File: config.mk
export PLATFORM = sky130hd
export DESIGN_NAME = bin2bcd_seq
export DESIGN_NICKNAME = d
export VERILOG_FILES = /design/src/rtl/bin2bcd_seq.sv
export SDC_FILE = /design/constraint.sdc
export NUM_CORES = 1
export LEC_CHECK = 0
export ABC_AREA = 1
export ABC_CLOCK_PERIOD_IN_PS = 4059
export CORE_ASPECT_RATIO = 0.6
export CORE_MARGIN = 2
export CORE_UTILIZATION = 38
export DETAILED_ROUTE_END_ITERATION = 16
export PLACE_DENSITY_LB_ADDON = 0.1
export SLEW_MARGIN = 40
export SYNTH_ARGS = -nofsm -noshare
export SYNTH_HDL_FRONTEND = slang
export SYNTH_SLANG_ARGS = --single-unit
File: constraint.sdc
create_clock -name clk -period 4.06 [get_ports clk]
set_input_delay 0.406 -clock clk [delete_from_list [all_inputs] [get_ports clk]]
set_output_delay 0.406 -clock clk [all_outputs]
set_load 0.05 [all_outputs]
File: src/rtl/bin2bcd_seq.sv
// rtl/bin2bcd_seq.sv - sequential double-dabble binary to four-digit BCD converter
module bin2bcd_seq #(
  parameter int WIDTH = 14
) (
  input  logic             clk,
  input  logic             clr,
  input  logic             start,
  input  logic [WIDTH-1:0] bin,
  output logic             busy,
  output logic             done,
  output logic             ovf,
  output logic [3:0]       ones,
  output logic [3:0]       tens,
  output logic [3:0]       hundreds,
  output logic [3:0]       thousands
);

  typedef enum logic {IDLE, SHIFT} state_t;

  state_t             state, state_nxt;
  logic [WIDTH-1:0]   sr;
  logic [15:0]        acc;
  logic [15:0]        acc_adj;
  logic [15+WIDTH:0]  shift_v;
  logic [3:0]         cnt;
  logic               load_pend;
  logic               dash_pend;
  logic               in_range;
  logic               accept_ok;
  logic               accept_dash;

  assign in_range    = ({{(32-WIDTH){1'b0}}, bin} <= 32'd9999);
  assign accept_ok   = (state == IDLE) && start && in_range;
  assign accept_dash = (state == IDLE) && start && !in_range;

  always_comb begin
    acc_adj = acc;
    for (int i = 0; i < 4; i++) begin
      if (acc[4*i +: 4] >= 4'd5) begin
        acc_adj[4*i +: 4] = acc[4*i +: 4] + 4'd3;
      end
    end
    shift_v = {acc_adj, sr} << 1;
  end

  always_ff @(posedge clk or negedge clr) begin
    if (!clr) begin
      state <= IDLE;
    end else begin
      state <= state_nxt;
    end
  end

  always_comb begin
    state_nxt = state;
    busy      = 1'b0;
    case (state)
      IDLE: begin
        if (accept_ok) begin
          state_nxt = SHIFT;
        end
      end
      SHIFT: begin
        busy = 1'b1;
        if (cnt == 4'd1) begin
          state_nxt = IDLE;
        end
      end
      default: state_nxt = IDLE;
    endcase
  end

  // Digits and ovf are only written on the done edge so the display never sees partial results.
  always_ff @(posedge clk or negedge clr) begin
    if (!clr) begin
      sr        <= '0;
      acc       <= '0;
      cnt       <= '0;
      load_pend <= 1'b0;
      dash_pend <= 1'b0;
      done      <= 1'b0;
      ovf       <= 1'b0;
      ones      <= '0;
      tens      <= '0;
      hundreds  <= '0;
      thousands <= '0;
    end else begin
      done      <= 1'b0;
      load_pend <= 1'b0;
      dash_pend <= accept_dash;
      if (accept_ok) begin
        sr  <= bin;
        acc <= '0;
        cnt <= 4'(WIDTH);
      end else if (state == SHIFT) begin
        acc       <= shift_v[15+WIDTH:WIDTH];
        sr        <= shift_v[WIDTH-1:0];
        cnt       <= cnt - 4'd1;
        load_pend <= (cnt == 4'd1);
      end
      if (load_pend) begin
        ones      <= acc[3:0];
        tens      <= acc[7:4];
        hundreds  <= acc[11:8];
        thousands <= acc[15:12];
        ovf       <= 1'b0;
        done      <= 1'b1;
      end else if (dash_pend) begin
        ones      <= 4'hF;
        tens      <= 4'hF;
        hundreds  <= 4'hF;
        thousands <= 4'hF;
        ovf       <= 1'b1;
        done      <= 1'b1;
      end
    end
  end

endmodule

Word level (Yosys, flattened, before mapping)
Index checks and enable logic that the tools add are counted.
{"block": "word_totals", "regBits": 55, "wordCells": 55, "inputBits": 17}
{"block": "classes", "n_mux": 25, "n_eq_ne": 1, "n_reduce_logical": 6, "n_bitwise": 1, "order_cmp": 5, "add_sub_neg": 5}
{"operator": "2-to-1 mux 4 bit", "count": 10}
{"operator": "2-to-1 mux 16 bit", "count": 2}
{"operator": "2-to-1 mux 14 bit", "count": 2}
{"operator": "greater-or-equal comparator 4 x 3 -> 1 bit (second input constant)", "count": 4}
{"operator": "<= comparator 14 bit (second input constant)", "count": 1}
{"operator": "adder 4 x 2 -> 4 bit (second input constant)", "count": 3}
{"operator": "2-to-1 mux 1 bit", "count": 9}
{"operator": "equality test 4 x 1 -> 1 bit (second input constant)", "count": 1}
{"operator": "nonzero test 2 bit", "count": 2}
{"operator": "subtractor 4 x 1 -> 4 bit (second input constant)", "count": 1}
{"operator": "adder 3 x 2 -> 3 bit (second input constant)", "count": 1}
{"operator": "logical AND 1 bit", "count": 3}
{"operator": "2-to-1 mux 3 bit", "count": 1}
{"operator": "case mux 1 bit (2 select lines)", "count": 1}
{"operator": "logical NOT 1 bit", "count": 1}
{"operator": "NOT 1 bit", "count": 1}

Logic depth before layout (Yosys ltp)
Gate-level depths: netlist of the first run.
{"block": "logic_depth", "word_depth": 5, "depth_mapped": 10, "ltp_nobuf": 9}

Worst setup path before layout of the first run
OpenSTA, ideal clock, no wires.
{"block": "synth_path", "path_type": "flip-flop to flip-flop", "start": "register state", "end": "register sr[2]", "stages_incl_launch_ff": 7, "path_slack_ps": 2618, "period_less_slack_ps": 1442, "path_buffers": 2, "arrival_time_ps": 1326, "path_cell_list": "dfrtp_1 > buf_6 > nor2_4 > nand2_8 > buf_8 > nand3_1 > nand2_1"}
{"block": "synth_between", "elab_chain_len": 4}
{"element": "start, declared", "line": "20", "text": "state_t state, state_nxt;"}
{"element": "start signal, assigned", "line": "50", "text": "state <= state_nxt;"}
{"element": "NOT 1 bit"}
{"element": "logical AND 1 bit (2 in series)", "line": "33", "text": "assign accept_ok = (state == IDLE) && start && in_range;"}
{"element": "2-to-1 mux 14 bit or nonzero test 2 bit (tied branches)"}
{"element": "end signal, assigned", "line": "92", "text": "sr <= bin;"}
{"element": "end signal, assigned", "line": "97", "text": "sr <= shift_v[WIDTH-1:0];"}
{"element": "end, declared", "line": "21", "text": "logic [WIDTH-1:0] sr;"}
Several ways; a longest one is shown, not always the timed one.
A chain may end at the register's enable or synchronous reset.

Worst setup path after layout of the first run
{"block": "layout_path", "start": "register state", "end": "output busy"}
{"block": "layout_between", "elab_chain_len": 1}
{"element": "2-to-1 mux 1 bit", "line": "57", "text": "case (state)"}
{"element": "end, declared", "line": "9", "text": "output logic busy,"}
Every way passes these cells.

==> results.cfg, run 1 <==
[outcome]
outcome = finished, final reports clean

[route]
drc_errors = 0
ant_nets = 0
wl_um = 5450
wl_per_cell_um = 12.2
first_pass_iters = 4
vias = 2119
drtIter0Drc = 116
vias_per_cell = 4.76

[power]
vdd_drop_max_uv = 316
power_leakage_nw = 1.57
power.density_mw_per_mm2 = 813
design_power_total_w = 0.00267

[global_route]
grt_overflow = 0
grt_use_total_pct = 15.0
grt_max_degree = 43
grt_pass1_wl_um = 9360
antenna_found_initial = 0
grt_pass1_vias = 2014

[synth]
synth_compound_area_share_pct = 8.70
synth.area.mux_share_pct = 0
yosys_warnings = 0
syn-cell-area_mm2 = 0.00276
synth_top_family_by_area = simple AND/OR/NAND/NOR gates
synthAdderAreaFrac_pct = 4.53
yosysUniqueCellTypes = 28
seq_area_frac_synth_pct = 49.8
syn_avg_cell_area_um2 = 8.53
synth_xor_area_share_pct = 1.59
synth-simple-area-share_pct = 26.7
syn-num-nets = 351
syn-instance-count = 324
ys_ff_latch = 55

[clock_network]
clockRootBuffer = clkbuf_16
cts_resized = 0
post_cts_buffers = 0
cts.sinks = 55
clkTransAtPathRegs_ns = 0.07
htree_levels = 2
clock_latency_ns = 0.29
cts_tree = done
clock_path_buffers = 2
cts_inserted_buffers = 5
hold_buffers = 0

[layout]
areaGrowthSynthToFinish_pct = 18.8
postLayoutCoreUtil_pct = 45.9
final_area_mm2 = 0.00328
instances_no_fill = 445
drive_gt1_share_pct = 7.63
diodes = 0
layout.nets = 380

[sta]
fin_skew_ns = 0.00361
tns_ns = 0
drv_slew = 0
tightest_slew_ns = 0.772
post-route-min-period_ns = 2.21
max_clock_freq_mhz = 453
finalHoldViolCount = 0
slew_headroom_pct = 48.4
finalSetupViolations = 0
post-route-period-util_pct = 54.4
rsz0062_at_grt = false

[critical_path]
crit_path_max_incr_delay_ns = 0.87
critPathBufInv = 2
arrival_ns = 1.80
crit_chain = buf_4, clkdlybuf4s50_1
end_kind = output port
worst_ep_required_time_ns = 3.65
worst_path_max_delay_cell = clkdlybuf4s50_1
worst_setup_path_start_kind = flop
reg2reg_from = state
cp-startpoint = state
cp_top_family = buffers and inverters
crit_path_max_fanout = 29
path_class = flop to output port

[job]
max_cap_viol_count = 0

[floorplan]
fp.dieW_um = 114
dieArea_mm2 = 0.00799
io_pins = 36
rows = 24
start_util_pct = 38.7
die_h_um = 70.0
core_area_mm2 = 0.00715

[placed_design]
dp_cells = 437
portBuffers = 35
placed_area_mm2 = 0.00313
hpwl_um = 3620
gp_congestion = 0.746

[worst_hold_path]
hold_path_class = primary input to asynchronous set/reset pin
cells in the mapped netlist, drive strengths merged:
library cell	instances	area [um^2]
nand4	1	6.26
nand3b	1	7.51
nand2	76	317
ha	10	125
xor2	4	35.0
nor2	26	105
or2	4	25.0
buf	12	100
clkbuf	3	11.3
dfrtp	55	1380
a21oi	28	140
nor3	1	5.00
o21ai	20	100
nor4	1	12.5
nand3	47	260
xnor2	1	8.76
inv	34	128
worst register-to-register path: stages, from the launching register on:
cell and delay, ns:
dfrtp_1 0.32, buf_4 0.32, inv_2 0.40, nor4_2 0.34, xnor2_1 0.15, nand2_1 0.06
per-layer routing:
layer | up-vias | part of all wire [%] | GRT usage [%] | wire (um)
li1 | 1101 | - | - | -
met3 | 7 | 2.7 | 4.17 | 148
met5 | - | 0 | 0 | 0
met4 | 0 | 1.7 | 6.10 | 92
met1 | 993 | 53 | 21.3 | 2910
met2 | 18 | 42 | 21.7 | 2300
cell type report:
cell class,count,area (um^2)
clock buffers,8,156
fillers,693,3860
inverters,34,128
multi-input cells,220,1150
flip-flops and latches,55,1380
well taps,91,114
repair buffers,37,360
flip-flops by register name, indices dropped and copies added, names as in the netlist:
signal / count
acc: 16
load_pend: 1
hundreds: 4
ones: 4
tens: 4
done: 1
cnt: 4
dash_pend: 1
ovf: 1
thousands: 4
sr: 14
state: 1
per-stage QoR:
step	hold WS [ns]	worst slack, ns
floorplan	0.110	2.62
global placement	0.413	2.16
detailed placement	0.416	2.15
CTS	0.0918	1.82
global route	0.113	1.75
finish	0.0752	1.85
placed cells by master (no fill, tap or decap), drive strengths merged:
cell,count
nand2,76
dfrtp,55
nand3,47
clkdlybuf4s50,34
inv,34
a21oi,28
nor2,26
o21ai,20
ha,10
clkbuf,8
xor2,4
or2,4
buf,3
nor3,1
nand3b,1
nand4,1
nor4,1
xnor2,1
logic make-up (layout without fill, tap and decap cells):
logic type	after synthesis	count (layout)
buffers and inverters	49	79
xor gates and xnor gates	5	5
and+or+nand+nor	157	157
DFF	55	55
AOI/OAI and AO/OA	48	48
adders and majority gates	10	10
where the power goes:
group	total (W)	switching (W)	leakage (nW)	internal [W]
clock	0.000450	0.000187	0.0772	0.000263
sequential	0.000955	0.000175	0.639	0.000780
combinational	0.00126	0.000814	0.853	0.000450
path summary, 6_finish.rpt:
path                       endpoint  slack, ns  cells past startpoint
hold / removal                sr[0]       0.08                      1
setup reg to reg             cnt[3]       2.35                      5
max in group asynchronous    acc[2]       3.17                      2
hold reg to reg              acc[0]       0.50                      2
setup / recovery               busy       1.85                      2
min in group clk             acc[0]       0.50                      2
No activity file was read; power rests on OpenSTA's default activity.
==> inputs of run 2 (changes only) <==
ABC_CLOCK_PERIOD_IN_PS = 1800   (was 4059)
clock period = 1.8 ns   (was 4.06 ns; I/O delays follow)
==> run 2 against run 1 <==
Net effect: via count up 0.42%; sequential cell count unchanged; global-route usage up 0.14 points; critical path depth down 1; critical path type unchanged; critical endpoint is now ones[0]; largest cell class unchanged.
==> results.cfg, run 2 (synthesized netlist as in run 1, its figures left out) <==
[outcome]
outcome = finished, final reports clean

[clock_network]
cts_inserted_buffers = 5
cts_tree = done
post_cts_buffers = 0
cts.sinks = 55
clockRootBuffer = clkbuf_16
clock_path_buffers = 2
clkTransAtPathRegs_ns = 0.07
clock_latency_ns = 0.29
cts_resized = 0
htree_levels = 2

[global_route]
use_met2_pct = 22.6
gr-max-usage-layer = met2
use_met3_pct = 3.91
grt_overflow = 0
grt_use_total_pct = 15.1
grt_max_degree = 37
grt_pass1_wl_um = 9670
antenna_found_initial = 0
met1_usage_pct = 21.9
grt_pass1_vias = 2056

[layout]
areaGrowthSynthToFinish_pct = 21.8
diodes = 0
reg_top3 = acc x16, sr x14
drive_gt1_share_pct = 9.17
top_register = acc
largest_reg_flops = 16
final_cell_mix = nand2_1 (71), dfrtp_1 (55), nand3_1 (42)
layout.nets = 386
layout_commonest_cell = nand2_1
postLayoutCoreUtil_pct = 47.1

[sta]
tightest_slew_ns = 0.581
post-route-min-period_ns = 1.63
rsz0062_at_grt = false
max_clock_freq_mhz = 614
finalSetupViolations = 0
post-route-period-util_pct = 90.5
fin_skew_ns = 0.00399
fin_ws_ns = 0.171
drv_slew = 0
finalHoldViolCount = 0
tns_ns = 0
slew_headroom_pct = 61.3

[placed_design]
gp_congestion = 0.750
portBuffers = 35
post-place-ws_ns = 0.136
hpwl_um = 3890

[job]
max_cap_viol_count = 0

[floorplan]
rows = 24
start_util_pct = 38.7
dieArea_mm2 = 0.00799
die_h_um = 70.0
core_area_mm2 = 0.00715
io_pins = 36
fp.dieW_um = 114

[critical_path]
r2r_cells = 7
cp_num_cells = 1
critPathBufInv = 1
arrival_ns = 1.45
worst_ep_required_time_ns = 1.62
cp_top_family = buffers and inverters
crit_path_max_incr_delay_ns = 0.81
worst_path_max_delay_cell = clkdlybuf4s50_1
end_kind = output port
crit_path_max_fanout = 2
crit_chain = clkdlybuf4s50_1
path_class = flop to output port
worst_setup_path_start_kind = flop

[route]
vias = 2128
wl_um = 5540
drc_errors = 0
vias_per_cell = 4.72
drtIter0Drc = 81
first_pass_iters = 4
wl_per_cell_um = 12.3
ant_nets = 0

[power]
power.density_mw_per_mm2 = 1820
p_int_w = 0.00345
p_comb_share_pct = 48.3
p_seq_share_pct = 35.3
vdd_drop_max_uv = 730
p_switching_w = 0.00266
swShare_pct = 43.5
power_leakage_nw = 1.61
clockPowerShare_pct = 16.4

[worst_hold_path]
hold_path_class = primary input to asynchronous set/reset pin
-- run 2: final timing paths --
check                         from  slack, ns       to
setup reg to reg            acc[4]       0.30   acc[6]
max in group asynchronous      clr       0.83  acc[13]
hold reg to reg             sr[13]       0.48   acc[0]
min in group clk            bin[0]       0.47    sr[0]
setup / recovery           ones[0]       0.17  ones[0]
hold / removal                 clr       0.42    sr[1]
-- run 2: per-layer routing --
layer / vias to the layer above / part of all wire (%) / routed length, um
li1: 1107 / - / -
met1: 997 / 54 / 2980
met2: 19 / 43 / 2360
met3: 5 / 2.8 / 153
met4: 0 / 0.87 / 48
met5: - / 0 / 0
-- run 2: power groups by stage --
stage	logic, W	registers (W)	clock network (W)
finish	0.00295	0.00216	0.00100
detailed placement	0.00297	0.00217	0
CTS	0.00298	0.00216	0.00105
global route	0.00334	0.00224	0.00109
floorplan	0.00167	0.00265	0
global placement	0.00294	0.00218	0
-- run 2: metrics by stage --
| stage | hold slack (ns) | cell area [um^2] | cells | power [W] |
|---|---|---|---|---|
| floorplan | -0.116 | 2760 | 324 | 0.00431 |
| global route | 0.472 | 3360 | 451 | 0.00666 |
| detailed placement | 0.217 | 3200 | 442 | 0.00514 |
| finish | 0.422 | 3360 | 451 | 0.00611 |
| global placement | 0.215 | 3200 | 442 | 0.00512 |
| CTS | 0.448 | 3360 | 451 | 0.00619 |
-- run 2: timing repair --
action / CTS / global route
hold endpoints to repair: 22 / 0
hold buffers: 1 / 0
setup endpoints to repair: 0 / 0
-- run 2: layout make-up --
class                   instances  area, um^2
clock buffers                   8         156
fillers                       723        3780
inverters                      34         128
multi-input cells             220        1150
flip-flops and latches         55        1380
well taps                      91         114
repair buffers                 43         443
